<file path="config.mk">
export PLATFORM = sky130hd
export DESIGN_NAME = mmr_access_arbiter_flat
export DESIGN_NICKNAME = d
export VERILOG_FILES = /design/src/rtl/mmr_access_arbiter_if.sv /design/src/rtl/mmr_access_arbiter.sv /design/src/flat_wrapper.sv
export SDC_FILE = /design/constraint.sdc
export NUM_CORES = 1
export LEC_CHECK = 0
export BUFFER_PORTS_ARGS = -buffer_cell sky130_fd_sc_hd__buf_4
export CAP_MARGIN = 20
export CELL_PAD_IN_SITES_DETAIL_PLACEMENT = 0
export CELL_PAD_IN_SITES_GLOBAL_PLACEMENT = 1
export CORE_AREA = 3 3 129 131
export CTS_CLUSTER_SIZE = 25
export DETAILED_ROUTE_END_ITERATION = 10
export DIE_AREA = 0 0 132 134
export HOLD_SLACK_MARGIN = 0.15
export PLACE_DENSITY_LB_ADDON = 0.15
export REMOVE_ABC_BUFFERS = 1
export SETUP_SLACK_MARGIN = 0.1
export SLEW_MARGIN = 20
export SYNTH_ARGS = -nofsm -noshare
export SYNTH_HDL_FRONTEND = slang
export SYNTH_SLANG_ARGS = --single-unit
export TNS_END_PERCENT = 30
</file>
<file path="constraint.sdc">
create_clock -name clk -period 7.25 [get_ports clk]
set_clock_uncertainty 0.1 [all_clocks]
set_input_delay 0.3625 -clock clk [delete_from_list [all_inputs] [get_ports clk]]
set_output_delay 0.3625 -clock clk [all_outputs]
set_load 0.03 [all_outputs]
</file>
<file path="src/rtl/mmr_access_arbiter_if.sv">
// Bus bundle between the two requesters (CPU LSU, debug bridge), the
// arbiter, and the MMR register file / read mux.
interface mmr_access_arbiter_if #(
   parameter int N_MMR = 13
);
   logic             cpu_req;
   logic             cpu_we;
   logic [31:0]      cpu_addr;
   logic [31:0]      cpu_wdata;
   logic [31:0]      cpu_rdata;
   logic             cpu_ack;
   logic             cpu_err;

   logic             dbg_req;
   logic             dbg_we;
   logic [31:0]      dbg_addr;
   logic [31:0]      dbg_wdata;
   logic [31:0]      dbg_rdata;
   logic             dbg_ack;
   logic             dbg_err;

   logic [3:0]       mmr_sel;
   logic [31:0]      mmr_rdata;
   logic [N_MMR-1:0] mmr_wr_en;
   logic [31:0]      mmr_wdata;

   // arbiter side
   modport slave (
      input  cpu_req, cpu_we, cpu_addr, cpu_wdata,
      input  dbg_req, dbg_we, dbg_addr, dbg_wdata,
      input  mmr_rdata,
      output cpu_rdata, cpu_ack, cpu_err,
      output dbg_rdata, dbg_ack, dbg_err,
      output mmr_sel, mmr_wr_en, mmr_wdata
   );

   // requester / register-file side
   modport master (
      output cpu_req, cpu_we, cpu_addr, cpu_wdata,
      output dbg_req, dbg_we, dbg_addr, dbg_wdata,
      output mmr_rdata,
      input  cpu_rdata, cpu_ack, cpu_err,
      input  dbg_rdata, dbg_ack, dbg_err,
      input  mmr_sel, mmr_wr_en, mmr_wdata
   );
endinterface

</file>
<file path="src/rtl/mmr_access_arbiter.sv">
// Round-robin arbiter sequencing CPU and debug accesses to the MMR block.
//
// state  | meaning
// IDLE   | sample requests, grant, decode address
// ACCESS | drive mmr_sel, one-cycle write strobe on writes
// WAIT   | hold mmr_sel while read mux settles, capture on last cycle
// RESP   | one-cycle ack/err to the granted requester
module mmr_access_arbiter #(
   parameter logic [31:0] MMR_BASE    = 32'h0000_FF00,
   parameter int          N_MMR       = 13,
   parameter int          WAIT_CYCLES = 1
) (
   input  logic                 clk,
   input  logic                 rst_n,
   mmr_access_arbiter_if.slave  bus
);
   localparam logic [1:0] S_IDLE   = 2'd0;
   localparam logic [1:0] S_ACCESS = 2'd1;
   localparam logic [1:0] S_WAIT   = 2'd2;
   localparam logic [1:0] S_RESP   = 2'd3;
   localparam logic [3:0] SEL_IDLE = 4'hF;
   localparam logic       GNT_CPU  = 1'b0;
   localparam logic       GNT_DBG  = 1'b1;

   logic [1:0]       state_q, state_d;
   logic [3:0]       sel_q, sel_d;
   logic             we_q, we_d;
   logic             gnt_q, gnt_d;
   logic             last_q, last_d;
   logic [2:0]       cnt_q, cnt_d;
   logic [N_MMR-1:0] wr_en_q, wr_en_d;
   logic [31:0]      wdata_q, wdata_d;
   logic             cpu_ack_q, cpu_ack_d, cpu_err_q, cpu_err_d;
   logic             dbg_ack_q, dbg_ack_d, dbg_err_q, dbg_err_d;
   logic [31:0]      cpu_rdata_q, cpu_rdata_d, dbg_rdata_q, dbg_rdata_d;

   logic             pick_dbg;
   logic             req_we;
   logic [31:0]      req_addr;
   logic [31:0]      req_wdata;
   logic [29:0]      off_w;
   logic             addr_ok;
   logic [3:0]       req_idx;
   logic             finish;

   // Requester selection (round-robin on a tie) and address decode
   always_comb begin
      if (bus.cpu_req && bus.dbg_req) pick_dbg = (last_q == GNT_CPU);
      else                            pick_dbg = bus.dbg_req;
      req_we    = pick_dbg ? bus.dbg_we    : bus.cpu_we;
      req_addr  = pick_dbg ? bus.dbg_addr  : bus.cpu_addr;
      req_wdata = pick_dbg ? bus.dbg_wdata : bus.cpu_wdata;
      // word offset from the base; base is word aligned
      off_w     = req_addr[31:2] - MMR_BASE[31:2];
      addr_ok   = (req_addr[1:0] == 2'b00) && (off_w < 30'(N_MMR));
      req_idx   = off_w[3:0];
   end

   // Next-state and registered-output computation
   always_comb begin
      state_d     = state_q;
      sel_d       = sel_q;
      we_d        = we_q;
      gnt_d       = gnt_q;
      last_d      = last_q;
      cnt_d       = cnt_q;
      wr_en_d     = '0;
      wdata_d     = wdata_q;
      cpu_ack_d   = 1'b0;
      cpu_err_d   = 1'b0;
      dbg_ack_d   = 1'b0;
      dbg_err_d   = 1'b0;
      cpu_rdata_d = '0;
      dbg_rdata_d = '0;
      finish      = 1'b0;

      case (state_q)
         S_IDLE: begin
            sel_d = SEL_IDLE;
            if (bus.cpu_req || bus.dbg_req) begin
               gnt_d  = pick_dbg;
               last_d = pick_dbg;
               we_d   = req_we;
               if (addr_ok) begin
                  state_d = S_ACCESS;
                  sel_d   = req_idx;
                  if (req_we) begin
                     wr_en_d = N_MMR'(1) << req_idx;
                     wdata_d = req_wdata;
                  end
               end else begin
                  state_d = S_RESP;
                  if (pick_dbg) dbg_err_d = 1'b1;
                  else          cpu_err_d = 1'b1;
               end
            end
         end
         S_ACCESS: begin
            if (WAIT_CYCLES == 0) begin
               finish = 1'b1;
            end else begin
               state_d = S_WAIT;
               cnt_d   = 3'(WAIT_CYCLES - 1);
            end
         end
         S_WAIT: begin
            if (cnt_q == 3'd0) finish = 1'b1;
            else               cnt_d  = cnt_q - 3'd1;
         end
         default: begin
            state_d = S_IDLE;
            sel_d   = SEL_IDLE;
         end
      endcase

      // read data is captured on the same edge that enters RESP
      if (finish) begin
         state_d = S_RESP;
         sel_d   = SEL_IDLE;
         if (gnt_q == GNT_DBG) begin
            dbg_ack_d   = 1'b1;
            dbg_rdata_d = we_q ? '0 : bus.mmr_rdata;
         end else begin
            cpu_ack_d   = 1'b1;
            cpu_rdata_d = we_q ? '0 : bus.mmr_rdata;
         end
      end
   end

   // State and output registers; reset aborts any transaction in flight
   always_ff @(posedge clk or negedge rst_n) begin
      if (!rst_n) begin
         state_q     <= S_IDLE;
         sel_q       <= SEL_IDLE;
         we_q        <= 1'b0;
         gnt_q       <= GNT_CPU;
         last_q      <= GNT_DBG;
         cnt_q       <= '0;
         wr_en_q     <= '0;
         wdata_q     <= '0;
         cpu_ack_q   <= 1'b0;
         cpu_err_q   <= 1'b0;
         dbg_ack_q   <= 1'b0;
         dbg_err_q   <= 1'b0;
         cpu_rdata_q <= '0;
         dbg_rdata_q <= '0;
      end else begin
         state_q     <= state_d;
         sel_q       <= sel_d;
         we_q        <= we_d;
         gnt_q       <= gnt_d;
         last_q      <= last_d;
         cnt_q       <= cnt_d;
         wr_en_q     <= wr_en_d;
         wdata_q     <= wdata_d;
         cpu_ack_q   <= cpu_ack_d;
         cpu_err_q   <= cpu_err_d;
         dbg_ack_q   <= dbg_ack_d;
         dbg_err_q   <= dbg_err_d;
         cpu_rdata_q <= cpu_rdata_d;
         dbg_rdata_q <= dbg_rdata_d;
      end
   end

   assign bus.mmr_sel   = sel_q;
   assign bus.mmr_wr_en = wr_en_q;
   assign bus.mmr_wdata = wdata_q;
   assign bus.cpu_ack   = cpu_ack_q;
   assign bus.cpu_err   = cpu_err_q;
   assign bus.cpu_rdata = cpu_rdata_q;
   assign bus.dbg_ack   = dbg_ack_q;
   assign bus.dbg_err   = dbg_err_q;
   assign bus.dbg_rdata = dbg_rdata_q;
endmodule

</file>
<file path="src/flat_wrapper.sv">
// flat-port wrapper written by rule: the top's interface ports become plain ports
module mmr_access_arbiter_flat 
#(
   parameter logic [31:0] MMR_BASE    = 32'h0000_FF00,
   parameter int          N_MMR       = 13,
   parameter int          WAIT_CYCLES = 1
)
  (clk, rst_n, bus_cpu_req, bus_cpu_we, bus_cpu_addr, bus_cpu_wdata, bus_dbg_req, bus_dbg_we, bus_dbg_addr, bus_dbg_wdata, bus_mmr_rdata, bus_cpu_rdata, bus_cpu_ack, bus_cpu_err, bus_dbg_rdata, bus_dbg_ack, bus_dbg_err, bus_mmr_sel, bus_mmr_wr_en, bus_mmr_wdata);
  mmr_access_arbiter_if #(.N_MMR(N_MMR)) bus_i ();
  input  logic clk;
  input  logic rst_n;
  input wire logic [$bits(bus_i.cpu_req)-1:0] bus_cpu_req;
  input wire logic [$bits(bus_i.cpu_we)-1:0] bus_cpu_we;
  input wire logic [$bits(bus_i.cpu_addr)-1:0] bus_cpu_addr;
  input wire logic [$bits(bus_i.cpu_wdata)-1:0] bus_cpu_wdata;
  input wire logic [$bits(bus_i.dbg_req)-1:0] bus_dbg_req;
  input wire logic [$bits(bus_i.dbg_we)-1:0] bus_dbg_we;
  input wire logic [$bits(bus_i.dbg_addr)-1:0] bus_dbg_addr;
  input wire logic [$bits(bus_i.dbg_wdata)-1:0] bus_dbg_wdata;
  input wire logic [$bits(bus_i.mmr_rdata)-1:0] bus_mmr_rdata;
  output wire logic [$bits(bus_i.cpu_rdata)-1:0] bus_cpu_rdata;
  output wire logic [$bits(bus_i.cpu_ack)-1:0] bus_cpu_ack;
  output wire logic [$bits(bus_i.cpu_err)-1:0] bus_cpu_err;
  output wire logic [$bits(bus_i.dbg_rdata)-1:0] bus_dbg_rdata;
  output wire logic [$bits(bus_i.dbg_ack)-1:0] bus_dbg_ack;
  output wire logic [$bits(bus_i.dbg_err)-1:0] bus_dbg_err;
  output wire logic [$bits(bus_i.mmr_sel)-1:0] bus_mmr_sel;
  output wire logic [$bits(bus_i.mmr_wr_en)-1:0] bus_mmr_wr_en;
  output wire logic [$bits(bus_i.mmr_wdata)-1:0] bus_mmr_wdata;
  assign bus_i.cpu_req = bus_cpu_req;
  assign bus_i.cpu_we = bus_cpu_we;
  assign bus_i.cpu_addr = bus_cpu_addr;
  assign bus_i.cpu_wdata = bus_cpu_wdata;
  assign bus_i.dbg_req = bus_dbg_req;
  assign bus_i.dbg_we = bus_dbg_we;
  assign bus_i.dbg_addr = bus_dbg_addr;
  assign bus_i.dbg_wdata = bus_dbg_wdata;
  assign bus_i.mmr_rdata = bus_mmr_rdata;
  assign bus_cpu_rdata = bus_i.cpu_rdata;
  assign bus_cpu_ack = bus_i.cpu_ack;
  assign bus_cpu_err = bus_i.cpu_err;
  assign bus_dbg_rdata = bus_i.dbg_rdata;
  assign bus_dbg_ack = bus_i.dbg_ack;
  assign bus_dbg_err = bus_i.dbg_err;
  assign bus_mmr_sel = bus_i.mmr_sel;
  assign bus_mmr_wr_en = bus_i.mmr_wr_en;
  assign bus_mmr_wdata = bus_i.mmr_wdata;
  mmr_access_arbiter #(.MMR_BASE(MMR_BASE), .N_MMR(N_MMR), .WAIT_CYCLES(WAIT_CYCLES)) u_core (.clk(clk), .rst_n(rst_n), .bus(bus_i));
endmodule
</file>
# Word-level counts from Yosys, hierarchy flattened
# Cells that the tools add are included.
word_totals:
  regBits: 125
  inputBits: 166
  output_inout_bits: 117
  elab_cells: 74
op_classes:
  addsub: 2
  order_cmp: 1
  n_eq_ne: 6
  n_shift: 1
  n_mux: 37
  n_bitwise: 1
  reduce_logical: 12
op_table:
  columns: ["operator", "count"]
  rows:
  - ["$mux W32", 7]
  - ["$mux W13", 4]
  - ["$lt A30 B4 Y1 const B", 1]
  - ["$sub A30 B14 Y30 const B", 1]
  - ["$mux W1", 16]
  - ["$shl A1 B4 Y13 const A", 1]
  - ["$mux W4", 3]
  - ["$pmux W4 S2", 1]
  - ["$mux W2", 3]
  - ["$pmux W2 S3", 1]
  - ["$pmux W3 S2", 1]
  - ["$reduce_and A2 Y1", 3]
  - ["$logic_not A2 Y1", 2]
  - ["$ne A2 B1 Y1 const B", 2]
  - ["$reduce_and A4 Y1", 1]
  - ["$logic_not A3 Y1", 1]
  - ["$mux W3", 1]
  - ["$ne A3 B1 Y1 const B", 1]
  - ["$sub A3 B1 Y3 const B", 1]
  - ["$eq A2 B1 Y1 const B", 1]
  - ["$eq A2 B2 Y1 const B", 1]
  - ["$logic_and A1 B1 Y1", 2]
  - ["$ne A2 B2 Y1 const B", 1]
  - ["$reduce_bool A2 Y1", 1]
  - ["other kinds (3)", 3]

# Longest topological paths before layout
# Gate-level depths: netlist of run 1.
depth:
  ltp_word: 10
  ltp_mapped: 10
  ltp_nobuf: 6

# Worst setup path after synthesis of run 1
# OpenSTA, ideal clock, no wires.
synth_path:
  path_kind: "register -> register"
  start: "reg u_core.last_q"
  end: "reg u_core.wdata_q[21], in the netlist u_core.bus.mmr_wdata[21]"
  arrival_ns: 2.372
  required_time_ns: 7.025
  setup_slack_ns: 4.653
  path_stages_with_launch: 9
  n_path_buf: 2
  synth_period_minus_slack_ns: 2.597
  path_cell_list: "dfstp_2 > a21bo_4 > buf_4 > nand3_1 > a211oi_1 > o211ai_1 > nor4_2 > buf_2 > mux2_2"
synth_between:
  elab_chain_cells: 7
synth_rtl:
  columns: ["item", "line_no", "rtl"]
  rows:
  - ["start: declaration", "mmr_access_arbiter.sv:29", "logic last_q, last_d;"]
  - ["start signal: assignment", "mmr_access_arbiter.sv:152", "last_q <= last_d;"]
  - ["$not A1 Y1 (*)", "mmr_access_arbiter.sv:48", "if (bus.cpu_req && bus.dbg_req) pick_dbg = (last_q == GNT_CPU);"]
  - ["$mux W1 (*)", "mmr_access_arbiter.sv:48", null]
  - ["$mux W32", "mmr_access_arbiter.sv:51", "req_addr = pick_dbg ? bus.dbg_addr : bus.cpu_addr;"]
  - ["$sub A30 B14 Y30", "mmr_access_arbiter.sv:54", "off_w = req_addr[31:2] - MMR_BASE[31:2];"]
  - ["$lt A30 B4 Y1", "mmr_access_arbiter.sv:55", "addr_ok = (req_addr[1:0] == 2'b00) && (off_w < 30'(N_MMR));"]
  - ["$logic_and A1 B1 Y1", "mmr_access_arbiter.sv:55", null]
  - ["$reduce_and A4 Y1 (no line)", null, null]
  - ["end signal: assignment", "mmr_access_arbiter.sv:155", "wdata_q <= wdata_d;"]
  - ["end: declaration", "mmr_access_arbiter.sv:32", "logic [31:0] wdata_q, wdata_d;"]
# Every way passes the cells marked *; elsewhere a longest branch is shown, timed or not.
# A chain may end at the register's enable or synchronous reset.

# Worst setup path in the final report of run 1
layout_path:
  start: "reg u_core.last_q"
  end: "reg u_core.wr_en_q[8], in the netlist u_core.bus.mmr_wr_en[8]"
layout_between:
  elab_chain_cells: 9
layout_rtl:
  columns: ["item", "line_no", "rtl"]
  rows:
  - ["$not A1 Y1 (*)", "mmr_access_arbiter.sv:48", null]
  - ["$mux W1 (*)", "mmr_access_arbiter.sv:48", null]
  - ["$mux W32", "mmr_access_arbiter.sv:51", null]
  - ["$sub A30 B14 Y30", "mmr_access_arbiter.sv:54", null]
  - ["$lt A30 B4 Y1 / $shl A1 B4 Y13 (equally long branches)", "mmr_access_arbiter.sv:55, mmr_access_arbiter.sv:88", null]
  - ["$logic_and A1 B1 Y1 / $mux W13 (equally long branches)", "mmr_access_arbiter.sv:55, mmr_access_arbiter.sv:87", null]
  - ["$mux W13 (*)", "mmr_access_arbiter.sv:84", "if (addr_ok) begin"]
  - ["$mux W13 (*)", "mmr_access_arbiter.sv:80", "if (bus.cpu_req || bus.dbg_req) begin"]
  - ["$mux W13 (*)", "mmr_access_arbiter.sv:77", "case (state_q)"]
  - ["net u_core.wr_en_d[8]", "mmr_access_arbiter.sv:31", "logic [N_MMR-1:0] wr_en_q, wr_en_d;"]
  - ["end signal: assignment", "mmr_access_arbiter.sv:154", "wr_en_q <= wr_en_d;"]
  - ["end: declaration", "mmr_access_arbiter.sv:31", null]
# Mark *: on every way through the listed nets, which the timed path passes. The rest lies on a longest branch.

==> results of run 1 <==
-- power by group --
part,switching (uW),leakage [uW],internal [uW]
Sequential,62.0,0.00170,789
Combinational,430,0.00260,275
Clock,302,0.000288,555
Total,794,0.00459,1620
-- area by class of cell --
cell class                      count  area share, %
Clock inverter                     11           1.61
Clock buffer                       20           5.20
Timing Repair Buffer              323           28.6
Inverter                            8          0.342
Tap cell                          216           3.08
Multi-Input combinational cell    383           25.5
Sequential cell                   125           35.7
-- routing by layer --
layer  vias up  part of all wire, %  wire length, um
met4         0                  1.2              204
met5         -                    0                0
li1       2471                    -                -
met2       224                   48             8390
met3        15                  9.8             1710
met1      2429                   41             7090
-- cell usage after synthesis (4+ instances only) --
| cell type | instances |
|---|---|
| a211oi_1 | 4 |
| a21o_1 | 4 |
| a21oi_1 | 5 |
| clkbuf_1 | 19 |
| dfrtp_1 | 120 |
| dfstp_2 | 5 |
| inv_1 | 7 |
| mux2_2 | 30 |
| mux2i_1 | 8 |
| nand2_1 | 112 |
| nand2b_1 | 34 |
| nand3_1 | 4 |
| nand4_1 | 9 |
| nor2_1 | 81 |
| nor3_1 | 9 |
| nor4_1 | 18 |
| nor4_2 | 5 |
| o211ai_1 | 8 |
| o21ai_0 | 6 |
| o22a_1 | 4 |
-- final timing paths --
kind	start	to	slack, ns	depth (start not counted)
max in group asynchronous	rst_n	u_core.bus.dbg_err	5.25	3
worst min register to register	u_core.bus.mmr_wdata[27]	u_core.bus.mmr_wdata[27]	0.40	1
worst max register to register	u_core.last_q	u_core.bus.mmr_wr_en[8]	3.96	6
worst max-delay path	u_core.last_q	u_core.bus.mmr_wr_en[8]	3.96	6
min in group asynchronous	rst_n	u_core.bus.dbg_rdata[1]	0.39	2
worst min-delay path	bus_dbg_wdata[0]	u_core.bus.mmr_wdata[0]	0.17	4
-- stage by stage --
step | hold slack (ns) | util [%] | power [uW] | instance area, um^2
4_1_cts | 0.151 | 55.9 | 2440 | 8780
5_1_grt | 0.160 | 55.9 | 2540 | 8790
6_report | 0.169 | 55.9 | 2410 | 8790
3_5_place_dp | 0.311 | 49.9 | 1560 | 7840
2_1_floorplan | -0.0331 | - | 1240 | 5400
3_3_place_gp | 0.309 | 49.9 | 1550 | 7840
-- registers in the layout, summed over array words and instances, names as in the netlist --
name                  count
u_core.bus.dbg_ack        1
u_core.gnt_q              1
u_core.bus.mmr_wr_en     13
u_core.bus.dbg_err        1
u_core.bus.mmr_wdata     32
u_core.last_q             1
u_core.bus.cpu_rdata     32
u_core.bus.dbg_rdata     32
u_core.state_q            2
u_core.bus.cpu_err        1
u_core.cnt_q              3
u_core.bus.cpu_ack        1
u_core.bus.mmr_sel        4
u_core.we_q               1
-- worst reg2reg max path, stage by stage, from the launching register on --
cell and delay, ns:
dfstp_2 0.57, a21bo_4 0.54, nand4_1 0.27, a221oi_2 0.32, o221ai_1 0.16, or4_1 0.82, nor4_1 0.41
-- cells by family after synthesis --
family | Yosys count | synth area share, %
and+or+nand+nor | 288 | 24.3
xor gates and xnor gates | 2 | 0.316
muxes | 40 | 7.94
AOI/OAI and AO/OA | 51 | 7.29
buffers and inverters | 36 | 3.18
adders and majority gates | 2 | 0.451
DFF | 125 | 56.5
-- what timing repair did --
item                       CTS  global route
resized for setup            0             0
hold endpoints to repair   113             1
hold buffers                34             1
setup endpoints to repair    0             0
==> flow_summary.yaml, run 1 <==
layout:
  antenna_cells: 0
  multi_input_area_um2: 2240
  fillers: 1402
  layout-drive-gt1-share_pct: 41.7
  final_cell_mix: "buf_4, dfrtp_1, nand2_1, nor2_1, dlygate4sd3_1"
  syn_to_final_growth_pct: 58.5
  instances_no_fill: 1086
  seq_area_um2: 3130
  design.final.nets: 1026
  final_common_cell: "buf_4"
pwr:
  power.leakage_uw: 0.00459
  vdd_ir_drop_max_mv: 0.200
  power.density_nw_per_um2: 275
route:
  first_pass_iters: 5
  first_iter_violations: 201
  vias: 5139
  antenna_left: 0
  detail_route.wl_per_cell_um: 16.0
  drc: 0
  avgViaCountPerCell: 4.73
  totalWireLength_um: 17400
floorplanning:
  dieArea_um2: 17700
  rows: 46
  die_h_um: 134
  start_util_pct: 35.3
  die_w_um: 132
  core_area_um2: 15700
  io_pins: 283
sta:
  final_max_slew_viol_count: 0
  worst_pin_slew_ns: 0.961
  tns_ns: 0
  fmax_mhz: 304
  fin_crit_ns: 3.29
  hold_violations: 0
  fin_crit_sh_pct: 45.4
  relSlewSlack_pct: 35.9
  setup_viol: 0
  worst_slack_ns: 3.96
  grt_setup_unrepaired: "no"
worst_setup_path:
  worstPathArrival_ns: 3.48
  crit_slowest_cell: "or4_1"
  crit_fanout: 52
  cp-end-kind: "register"
  crit_buf_inv: 0
  crit_chain: "a21bo_4 -> nand4_1 -> a221oi_2 -> o221ai_1 -> or4_1 -> nor4_1"
  crit_path_start_kind: "register"
  required_ns: 7.44
  max_stage_delay_ns: 0.82
  cp_top_family: "simple AND/OR/NAND/NOR gates"
  worstSetupPathType: "reg2reg"
synthesis:
  yosysTopAreaCell: "dfrtp_1"
  ys_seq_elements: 125
  ys_seq_area_share_pct: 56.5
  syn_area_um2: 5540
  ys_async_sr_fraction_pct: 100
  ys_warn_count: 0
  syn_avg_cell_area_um2: 10.2
  synth-edff-count: 0
  ys.flop_type: "dfrtp_1"
  netlist.area_leader.share_pct: 54.2
  syn_inst: 544
  synth_area_leaders: "dfrtp_1, nand2_1, mux2_2, nor2_1, nand2b_1"
  synthDistinctLibCells: 52
cts:
  cts_tree: "built"
  clk_pin_slew_ns: 0.05
  clockRootBuffer: "clkbuf_16"
  cts_sinks: 125
  htree_levels: 4
  clock_latency_ns: 0.40
  cts_inserted_buffers: 17
  cts_max_path_buffers: 2
  cts_setup_buffers: 0
global_route:
  grt-busiest-layer: "met2"
  grt_overflow_total: 0
  grt_pass1_vias: 5334
  gr-usage-all-layers_pct: 19.5
  grt_max_degree: 78
  use_met3_pct: 8.40
  grt_first_pass_wirelength_um: 27300
  globalRouteMet1Util_pct: 22.6
  antenna_found_initial: 0
  use_met2_pct: 33.0
run:
  drv_cap: 0
placed_design:
  numPlacedInstances: 1020
  numPortBuffers: 282
  pre_cts_ws_ns: 3.86
  gp_congestion: 0.889
  dp_hpwl_um: 12900
min_path:
  hp-class: "in2reg"
run_status:
  status: "complete, no violations"
Power figures use the tool's default switching activity.
==> inputs of run 2 (changes only) <==
--- a/config.mk
+++ b/config.mk
@@ -9,10 +9,10 @@
 export CAP_MARGIN = 20
 export CELL_PAD_IN_SITES_DETAIL_PLACEMENT = 0
 export CELL_PAD_IN_SITES_GLOBAL_PLACEMENT = 1
-export CORE_AREA = 3 3 129 131
+export CORE_AREA = 3 3 140 142
 export CTS_CLUSTER_SIZE = 25
 export DETAILED_ROUTE_END_ITERATION = 10
-export DIE_AREA = 0 0 132 134
+export DIE_AREA = 0 0 143 145
 export HOLD_SLACK_MARGIN = 0.15
 export PLACE_DENSITY_LB_ADDON = 0.15
 export REMOVE_ABC_BUFFERS = 1
==> constraint.sdc (replaced) <==
create_clock -name clk -period 2.7 [get_ports clk]
set_clock_uncertainty 0.1 [all_clocks]
set_input_delay 0.135 -clock clk [delete_from_list [all_inputs] [get_ports clk]]
set_output_delay 0.135 -clock clk [all_outputs]
set_load 0.03 [all_outputs]
==> flow_summary.yaml, run 2 (synthesized netlist as in run 1, its figures left out) <==
global_route:
  antenna_found_initial: 0
  gr-usage-all-layers_pct: 18.0
  grt-busiest-layer: "met2"
  grt_overflow_total: 0
  grt_first_pass_wirelength_um: 29800
  grt_max_degree: 58
  use_met2_pct: 30.4
  use_met3_pct: 6.49
  grt_pass1_vias: 5887
  globalRouteMet1Util_pct: 21.0
floorplanning:
  dieArea_um2: 20700
  rows: 50
  start_util_pct: 29.8
  die_w_um: 143
  die_h_um: 145
  core_area_um2: 18600
  io_pins: 283
sta:
  fin_crit_ns: 2.67
  fmax_mhz: 374
  relSlewSlack_pct: 39.5
  fin_crit_sh_pct: 99.0
  setup_viol: 0
  final_max_slew_viol_count: 0
  worst_pin_slew_ns: 0.907
  hold_violations: 0
  grt_setup_unrepaired: "yes"
worst_setup_path:
  cp-end-kind: "register"
  r2r_start: "u_core.last_q"
  worstPathArrival_ns: 2.86
  worstSetupPathType: "reg2reg"
  crit_fanout: 8
  reg2reg_to: "u_core.bus.mmr_wdata[9]"
  crit_path_start_kind: "register"
  required_ns: 2.89
  reg2reg_slack_ns: 0.03
  reg2regPathDepth: 8
placed_design:
  numPortBuffers: 282
  dp_hpwl_um: 13400
  gp_congestion: 0.878
  place_area_um2: 7980
route:
  totalWireLength_um: 20000
  first_pass_iters: 5
  detail_route.wl_per_cell_um: 16.6
  vias: 5548
  drc: 0
  antenna_left: 0
  avgViaCountPerCell: 4.61
  first_iter_violations: 183
cts:
  clockRootBuffer: "clkbuf_16"
  cts_inserted_buffers: 17
  htree_levels: 4
  cts_sinks: 125
  clock_latency_ns: 0.40
  cts_tree: "built"
  clk_pin_slew_ns: 0.05
  cts_max_path_buffers: 2
layout:
  design.final.nets: 1124
  post-route-util_pct: 54.8
  final_cell_area_um2: 10200
  antenna_cells: 0
  final_common_cell: "buf_4"
  syn_to_final_growth_pct: 83.5
  layout-drive-gt1-share_pct: 42.3
  final_cell_mix: "buf_4, dfrtp_1, nand2_1, dlygate4sd3_1, nor2_1"
pwr:
  power.density_nw_per_um2: 661
  power.leakage_uw: 0.00515
  vdd_ir_drop_max_mv: 0.489
run:
  drv_cap: 0
run_status:
  status: "complete, no violations"
min_path:
  hp-class: "in2async"
==> run 2: area by class of cell <==
class                   instances  area [um^2]
inverters                       8         30.0
repair buffers                419         3520
clock buffers                  20          447
multi-input cells             385         2620
well taps                     234          293
fillers                      1586         8410
clock inverters                12          138
flip-flops and latches        125         3130
==> run 2: power breakdown <==
| part | internal, uW | switching (uW) | leakage, uW |
|---|---|---|---|
| logic | 934 | 1260 | 0.00317 |
| clock network | 1390 | 844 | 0.000281 |
| registers | 2120 | 179 | 0.00170 |
| total | 4450 | 2280 | 0.00515 |
==> run 2: metal layers <==
| layer | vias to the layer above | wire [um] | share of wire, % |
|---|---|---|---|
| li1 | 2677 | - | - |
| met1 | 2637 | 8180 | 41 |
| met2 | 216 | 9840 | 49 |
| met3 | 18 | 1730 | 8.6 |
| met4 | 0 | 274 | 1.4 |
| met5 | - | 0 | 0 |
==> run 2: repair_timing <==
| action | CTS | global route |
|---|---|---|
| resized for setup | 7 | 68 |
| setup endpoints to repair | 45 | 49 |
| hold buffers | 109 | 0 |
| pin swaps | 4 | 18 |
| cloned | 3 | 3 |
| hold endpoints to repair | 208 | 0 |
| buffers inserted | 3 | 3 |
==> run 2: worst max path at each step <==
stage | startpoint | end | slack (ns) | cells past startpoint
finish | u_core.last_q | u_core.bus.mmr_wdata[9] | 0.03 | 8
global route | u_core.last_q | u_core.bus.mmr_wdata[15] | -0.07 | 8
floorplan | u_core.last_q | u_core.bus.mmr_wdata[0] | -1.79 | 6
detailed placement | u_core.last_q | u_core.bus.mmr_wr_en[5] | -0.03 | 7
CTS | u_core.last_q | u_core.bus.mmr_wdata[25] | 0.03 | 8
global placement | u_core.last_q | u_core.bus.mmr_wr_en[12] | 0.06 | 7
==> run 2: per-stage QoR <==
stage	power, uW	hold WS, ns	worst slack (ns)	std cells	setup TNS [ns]
2_1_floorplan	3320	-0.261	-1.79	516	-64.66
3_3_place_gp	4220	0.0516	0.0558	1050	0
3_5_place_dp	4230	0.0724	-0.0317	1050	-0.191
4_1_cts	6740	0.191	0.0274	1197	0
5_1_grt	7110	0.235	-0.0678	1203	-1.67
6_report	6730	0.199	0.0277	1203	0
==> run 2: critical path, cell delays in order (launching register included) <==
cell and delay (ns):
dfstp_2 0.64, a21bo_4 0.23, mux2i_4 0.26, nor3b_2 0.19, nand4_1 0.15, nor4_4 0.30, buf_6 0.18, buf_6 0.16
mux2_2 0.34
